[src/rtl/regfile_dump_reader_pkg.sv]
// Shared constants for the regfile dump reader: FSM state encoding and the
// default register-file geometry used by the regfile and CPU top.
package regfile_dump_reader_pkg;

  localparam int RF_DATA_W   = 8;
  localparam int RF_ADDR_W   = 3;
  localparam int RF_NUM_REGS = 8;

  localparam logic [2:0] IDLE  = 3'd0;
  localparam logic [2:0] FETCH = 3'd1;
  localparam logic [2:0] SEND  = 3'd2;
  localparam logic [2:0] CSUM  = 3'd3;
  localparam logic [2:0] DONE  = 3'd4;

endpackage

[src/rtl/regfile_dump_csum.sv]
// XOR accumulator over the register bytes streamed during one scan.
// Clear has priority over enable.
module regfile_dump_csum
  import regfile_dump_reader_pkg::*;
#(
  parameter int DATA_W = RF_DATA_W
) (
  input  logic              clk,
  input  logic              rst_n,
  input  logic              clr,
  input  logic              en,
  input  logic [DATA_W-1:0] din,
  output logic [DATA_W-1:0] acc
);

  logic [DATA_W-1:0] acc_d, acc_q;

  always_comb begin
    acc_d = acc_q;
    if (clr)     acc_d = '0;
    else if (en) acc_d = acc_q ^ din;
  end

  always_ff @(posedge clk or negedge rst_n) begin
    if (!rst_n) acc_q <= '0;
    else        acc_q <= acc_d;
  end

  assign acc = acc_q;

endmodule

[src/rtl/regfile_dump_reader.sv]
// Walks one regfile read port over registers 0..NUM_REGS-1 and streams each
// byte on a valid/ready interface. REGFILE_DUMP_CSUM_EN appends an XOR beat.
module regfile_dump_reader
  import regfile_dump_reader_pkg::*;
#(
  parameter int DATA_W   = RF_DATA_W,
  parameter int ADDR_W   = RF_ADDR_W,
  parameter int NUM_REGS = RF_NUM_REGS
) (
  input  logic              clk,
  input  logic              rst_n,
  input  logic              start,
  output logic              busy,
  output logic              done,
  output logic [ADDR_W-1:0] rd_addr,
  input  logic [DATA_W-1:0] rd_data,
  output logic              out_valid,
  input  logic              out_ready,
  output logic [DATA_W-1:0] out_data,
  output logic [ADDR_W-1:0] out_idx,
  output logic              out_last
);

  localparam logic [ADDR_W-1:0] LAST_IDX = ADDR_W'(NUM_REGS - 1);

  logic [2:0]        state_d, state_q;
  logic [ADDR_W-1:0] idx_d, idx_q;
  logic [ADDR_W-1:0] out_idx_d, out_idx_q;
  logic [DATA_W-1:0] out_data_d, out_data_q;
  logic              out_last_d, out_last_q;
  logic              scan_start;
  logic              beat_acc;

  assign scan_start = (state_q == IDLE) && start;
  assign beat_acc   = (state_q == SEND) && out_ready;

`ifdef REGFILE_DUMP_CSUM_EN
  // csum_phase marks that the beat currently in SEND is the checksum beat.
  logic              csum_phase_d, csum_phase_q;
  logic [DATA_W-1:0] csum_acc;

  regfile_dump_csum #(.DATA_W(DATA_W)) u_csum (
    .clk   (clk),
    .rst_n (rst_n),
    .clr   (scan_start),
    .en    (beat_acc && !csum_phase_q),
    .din   (out_data_q),
    .acc   (csum_acc)
  );
`endif

  always_comb begin
    state_d    = state_q;
    idx_d      = idx_q;
    out_idx_d  = out_idx_q;
    out_data_d = out_data_q;
    out_last_d = out_last_q;
`ifdef REGFILE_DUMP_CSUM_EN
    csum_phase_d = csum_phase_q;
`endif
    case (state_q)
      IDLE: begin
        if (start) begin
          state_d = FETCH;
          idx_d   = '0;
`ifdef REGFILE_DUMP_CSUM_EN
          csum_phase_d = 1'b0;
`endif
        end
      end
      FETCH: begin
        out_data_d = rd_data;
        out_idx_d  = idx_q;
`ifdef REGFILE_DUMP_CSUM_EN
        out_last_d = 1'b0;
`else
        out_last_d = (idx_q == LAST_IDX);
`endif
        state_d    = SEND;
      end
      SEND: begin
        if (out_ready) begin
`ifdef REGFILE_DUMP_CSUM_EN
          if (csum_phase_q) begin
            state_d      = DONE;
            csum_phase_d = 1'b0;
          end else if (idx_q == LAST_IDX) begin
            state_d = CSUM;
          end else begin
`else
          if (idx_q == LAST_IDX) begin
            state_d = DONE;
          end else begin
`endif
            idx_d   = idx_q + ADDR_W'(1);
            state_d = FETCH;
          end
        end
      end
`ifdef REGFILE_DUMP_CSUM_EN
      // Accumulator already holds the last register byte here.
      CSUM: begin
        out_data_d   = csum_acc;
        out_idx_d    = '0;
        out_last_d   = 1'b1;
        csum_phase_d = 1'b1;
        state_d      = SEND;
      end
`endif
      DONE:    state_d = IDLE;
      default: state_d = IDLE;
    endcase
  end

  always_ff @(posedge clk or negedge rst_n) begin
    if (!rst_n) begin
      state_q    <= IDLE;
      idx_q      <= '0;
      out_idx_q  <= '0;
      out_data_q <= '0;
      out_last_q <= 1'b0;
    end else begin
      state_q    <= state_d;
      idx_q      <= idx_d;
      out_idx_q  <= out_idx_d;
      out_data_q <= out_data_d;
      out_last_q <= out_last_d;
    end
  end

`ifdef REGFILE_DUMP_CSUM_EN
  always_ff @(posedge clk or negedge rst_n) begin
    if (!rst_n) csum_phase_q <= 1'b0;
    else        csum_phase_q <= csum_phase_d;
  end
`endif

  assign busy      = (state_q != IDLE);
  assign done      = (state_q == DONE);
  assign out_valid = (state_q == SEND);
  assign rd_addr   = idx_q;
  assign out_data  = out_data_q;
  assign out_idx   = out_idx_q;
  assign out_last  = out_last_q;

endmodule

[config.mk]
export PLATFORM = sky130hd
export DESIGN_NAME = regfile_dump_reader
export DESIGN_NICKNAME = d
export VERILOG_FILES = /design/src/rtl/regfile_dump_reader_pkg.sv /design/src/rtl/regfile_dump_csum.sv /design/src/rtl/regfile_dump_reader.sv
export SDC_FILE = /design/constraint.sdc
export NUM_CORES = 1
export LEC_CHECK = 0
export CORE_MARGIN = 2
export CORE_UTILIZATION = 30
export CTS_CLUSTER_SIZE = 24
export DETAILED_ROUTE_END_ITERATION = 12
export PLACE_DENSITY = 0.6
export SYNTH_ARGS = -nofsm -noshare
export SYNTH_HDL_FRONTEND = slang
export SYNTH_SLANG_ARGS = --single-unit
[constraint.sdc]
create_clock -name clk -period 1.4 [get_ports clk]
set_input_delay 0.21 -clock clk [delete_from_list [all_inputs] [get_ports clk]]
set_output_delay 0.21 -clock clk [all_outputs]
set_load 0.02 [all_outputs]
==> impl_metrics.csv <==
group,metric,value,unit
final_layout,utilization,0.549,
sta,fmax,678,MHz
critical_path,cp_max_fo,3,
cts,clk_latency,0.30,ns
critical_path,endpoint_kind,"primary output",
synth,syn_area_per_cell,13.8,sq um
critical_path,cp.required,1.19,ns
floorplan,start_util,0.322,
floorplan,io_pins,30,
synth,yosysTopAreaCell,"dfrtp_1",
synth,synthFlopType,"dfrtp_1",
drt,wl_met2,1.01,mm
cts,cts.clk_slew.worst_paths,0.11,ns
cts,cts_tree,"done",
final_layout,layout-drive-gt1-share,0.481,
drt,wl_per_cell,14.6,um
final_layout,n_antenna_cell,0,
placement,dpl-instance-area,1220,sq um
drt,highest_layer,"met4",
drt,post-route-drc-count,0,
placement,post-place-ws,-0.194,ns
run,cap_violations,0,
critical_path,worst_path_max_delay_cell,"dfrtp_1",
sta,finalWorstSetupSlack,-0.0754,ns
synth,syn_nets,73,
pwr,pwr_density_cell,1960,nW/um^2
sta,rsz0062_at_grt,"true",
final_layout,area_growth,70.4,%
cts,cts_made_buffers,3,
synth,synthTopCellsByArea,"dfrtp_1, mux2_2, mux2i_1, ha_1, buf_6",
synth,synth-seq-cells,18,
drt,dr.pass1.iters,4,
sta,worstMarginPinSlew,0.231,ns
drt,viasPerCell,4.70,
synth,synth_warnings,0,
cts,cts_root_buf,"clkbuf_4",
sta,hold_viol_final,0,
sta,fin_crit_sh,1.05,
global_routing,grt_max_degree,19,
pwr,peakVddDrop,1.10,mV
cts,clock_path_buffers,2,
sta,post-route-min-period,1.48,ns
floorplan,die_w,56.0,um
cts,hold_buffers,0,
sta,relSlewSlack,0.846,
floorplan,core,2520,sq um
critical_path,critPathMaxStageDelay,0.42,ns
floorplan,dieHeight,56.0,um
sta,final.setup_skew,0.00434,ns
critical_path,path_class,"reg -> out",
placement,dp_hpwl,1.31,mm
drt,wl_met3,59,um
critical_path,crit_arrival,1.27,ns
pwr,power_leakage,0.670,nW
synth,yosysMostFrequentCell,"dfrtp_1",
synth,yosysUniqueCellTypes,23,
synth,synth_edf_count,0,
sta,setup_viol,4,
critical_path,crit_path_frequent_cell,"buf_6",
global_routing,grt_pass1_vias,718,
global_routing,antenna_found_initial,0,
global_routing,grt_pass1_wl,3.51,mm
critical_path,crit_chain,"buf_6 -> buf_6 -> nor3b_2 -> buf_4",
placement,numPortBuffers,29,
drt,drtIter0Drc,6,
placement,dp.cells,127,
cts,cts_sinks,18,
synth,yosysTopAreaCellShare,0.555,
synth,synthArstFlopShare,1.00,
cts,h-tree-depth,1,
placement,place_congestion,0.751,
drt,dr_total_vias,639,
synth,synthTopCellsByCount,"dfrtp_1, mux2_2, mux2i_1, nand2_1",
floorplan,dieArea,3140,sq um
sta,slew_viol_final,0,
synth,yosysSeqAreaShare,0.555,
run_status,status,"finished with violations",
final_layout,final_cell_area,1380,sq um
final_layout,fin_cells,136,
global_routing,grt-ovfl-total,0,
final_layout,nNetsFinal,121,
drt,wl,1.99,mm
critical_path,crit_path_start_kind,"flip-flop",
run_status,violations,"setup timing",
synth,syn_area,812,sq um
floorplan,num_rows,18,
synth,syn_inst,59,
global_routing,grt_use_total,0.143,
drt,ant_nets,0,
hold_path,hold_class,"in -> async",
drt,wl_met1,880,um
layout by cell type (no fill, tap or decap), types with 2 or more instances in the layout:
cell type and count:
mux2_4 12, dfrtp_1 17, clkbuf_4 3, nand2_1 3, buf_6 5, clkdlybuf4s50_1 11
mux2i_1 3, buf_4 12, inv_1 2, dlygate4sd2_1 13, ha_4 2, clkbuf_2 2
path summary, 6_finish.rpt:
path / startpoint / depth (start not counted) / to / slack (ns)
min in group clk: out_data[0] / 1 / out_data[0] / 0.51
worst max-delay path: state_q[0] / 4 / done / -0.08
max in group asynchronous: rst_n / 2 / rd_addr[0] / 0.96
worst min-delay path: rst_n / 2 / state_q[2] / 0.23
worst min register to register: out_data[0] / 1 / out_data[0] / 0.51
worst max register to register: state_q[1] / 5 / out_data[3] / 0
repair_timing:
action	CTS	global route
endpoints found under the setup margin	33	20
resized for setup	49	14
cloned	1	0
setup buffers	3	1
pin swaps	1	2
layer usage:
metal,track usage,vias up
li1,-,303
met1,0.183,315
met2,0.235,17
met3,0.0209,4
met4,0.0714,0
met5,0,-
worst max-delay path: cells and delay by family (launching register included):
family,cells,cell delay [ns]
buf+inv,3,0.39
simple gates,1,0.15
flops,1,0.42
cells by family (layout without fill, tap and decap cells):
kind of cell / after synthesis / count (layout) / share of synthesized area
flops: 18 / 18 / 0.555
simple gates: 17 / 17 / 0.149
mux: 15 / 15 / 0.203
buf+inv: 4 / 51 / 0.0370
compound gates: 3 / 3 / 0.0247
fa+ha+maj: 2 / 2 / 0.0308
metrics by stage:
step | hold WS [ns] | setup TNS [ns] | power (W)
after floorplan | -0.0856 | 0 | 0.00155
after global placement | 0.489 | -0.623 | 0.00214
after detailed placement | 0.496 | -0.911 | 0.00217
after CTS | 0.232 | -0.642 | 0.00267
after global routing | 0.240 | -0.788 | 0.00288
final | 0.228 | -0.177 | 0.00271
state kept, by name, summed over array words and instances (netlist names):
signal and count:
rd_addr 3, out_data 8, out_idx 3, state_q 3, out_last 1
power by group:
group | switching (W) | internal, W | leakage (nW)
Sequential | 0.000119 | 0.000714 | 0.227
Combinational | 0.000674 | 0.000879 | 0.423
Clock | 0.000169 | 0.000159 | 0.0210
Total | 0.000961 | 0.00175 | 0.670
layout make-up:
cell class,instances,area (sq um)
fill,224,1140
inverter,2,7.51
timing repair buffer,45,425
multi-input combinational,37,425
clock buffer,4,36.3
tap,30,37.5
sequential,18,452
Note: power is estimated with default switching activity, not from simulation.
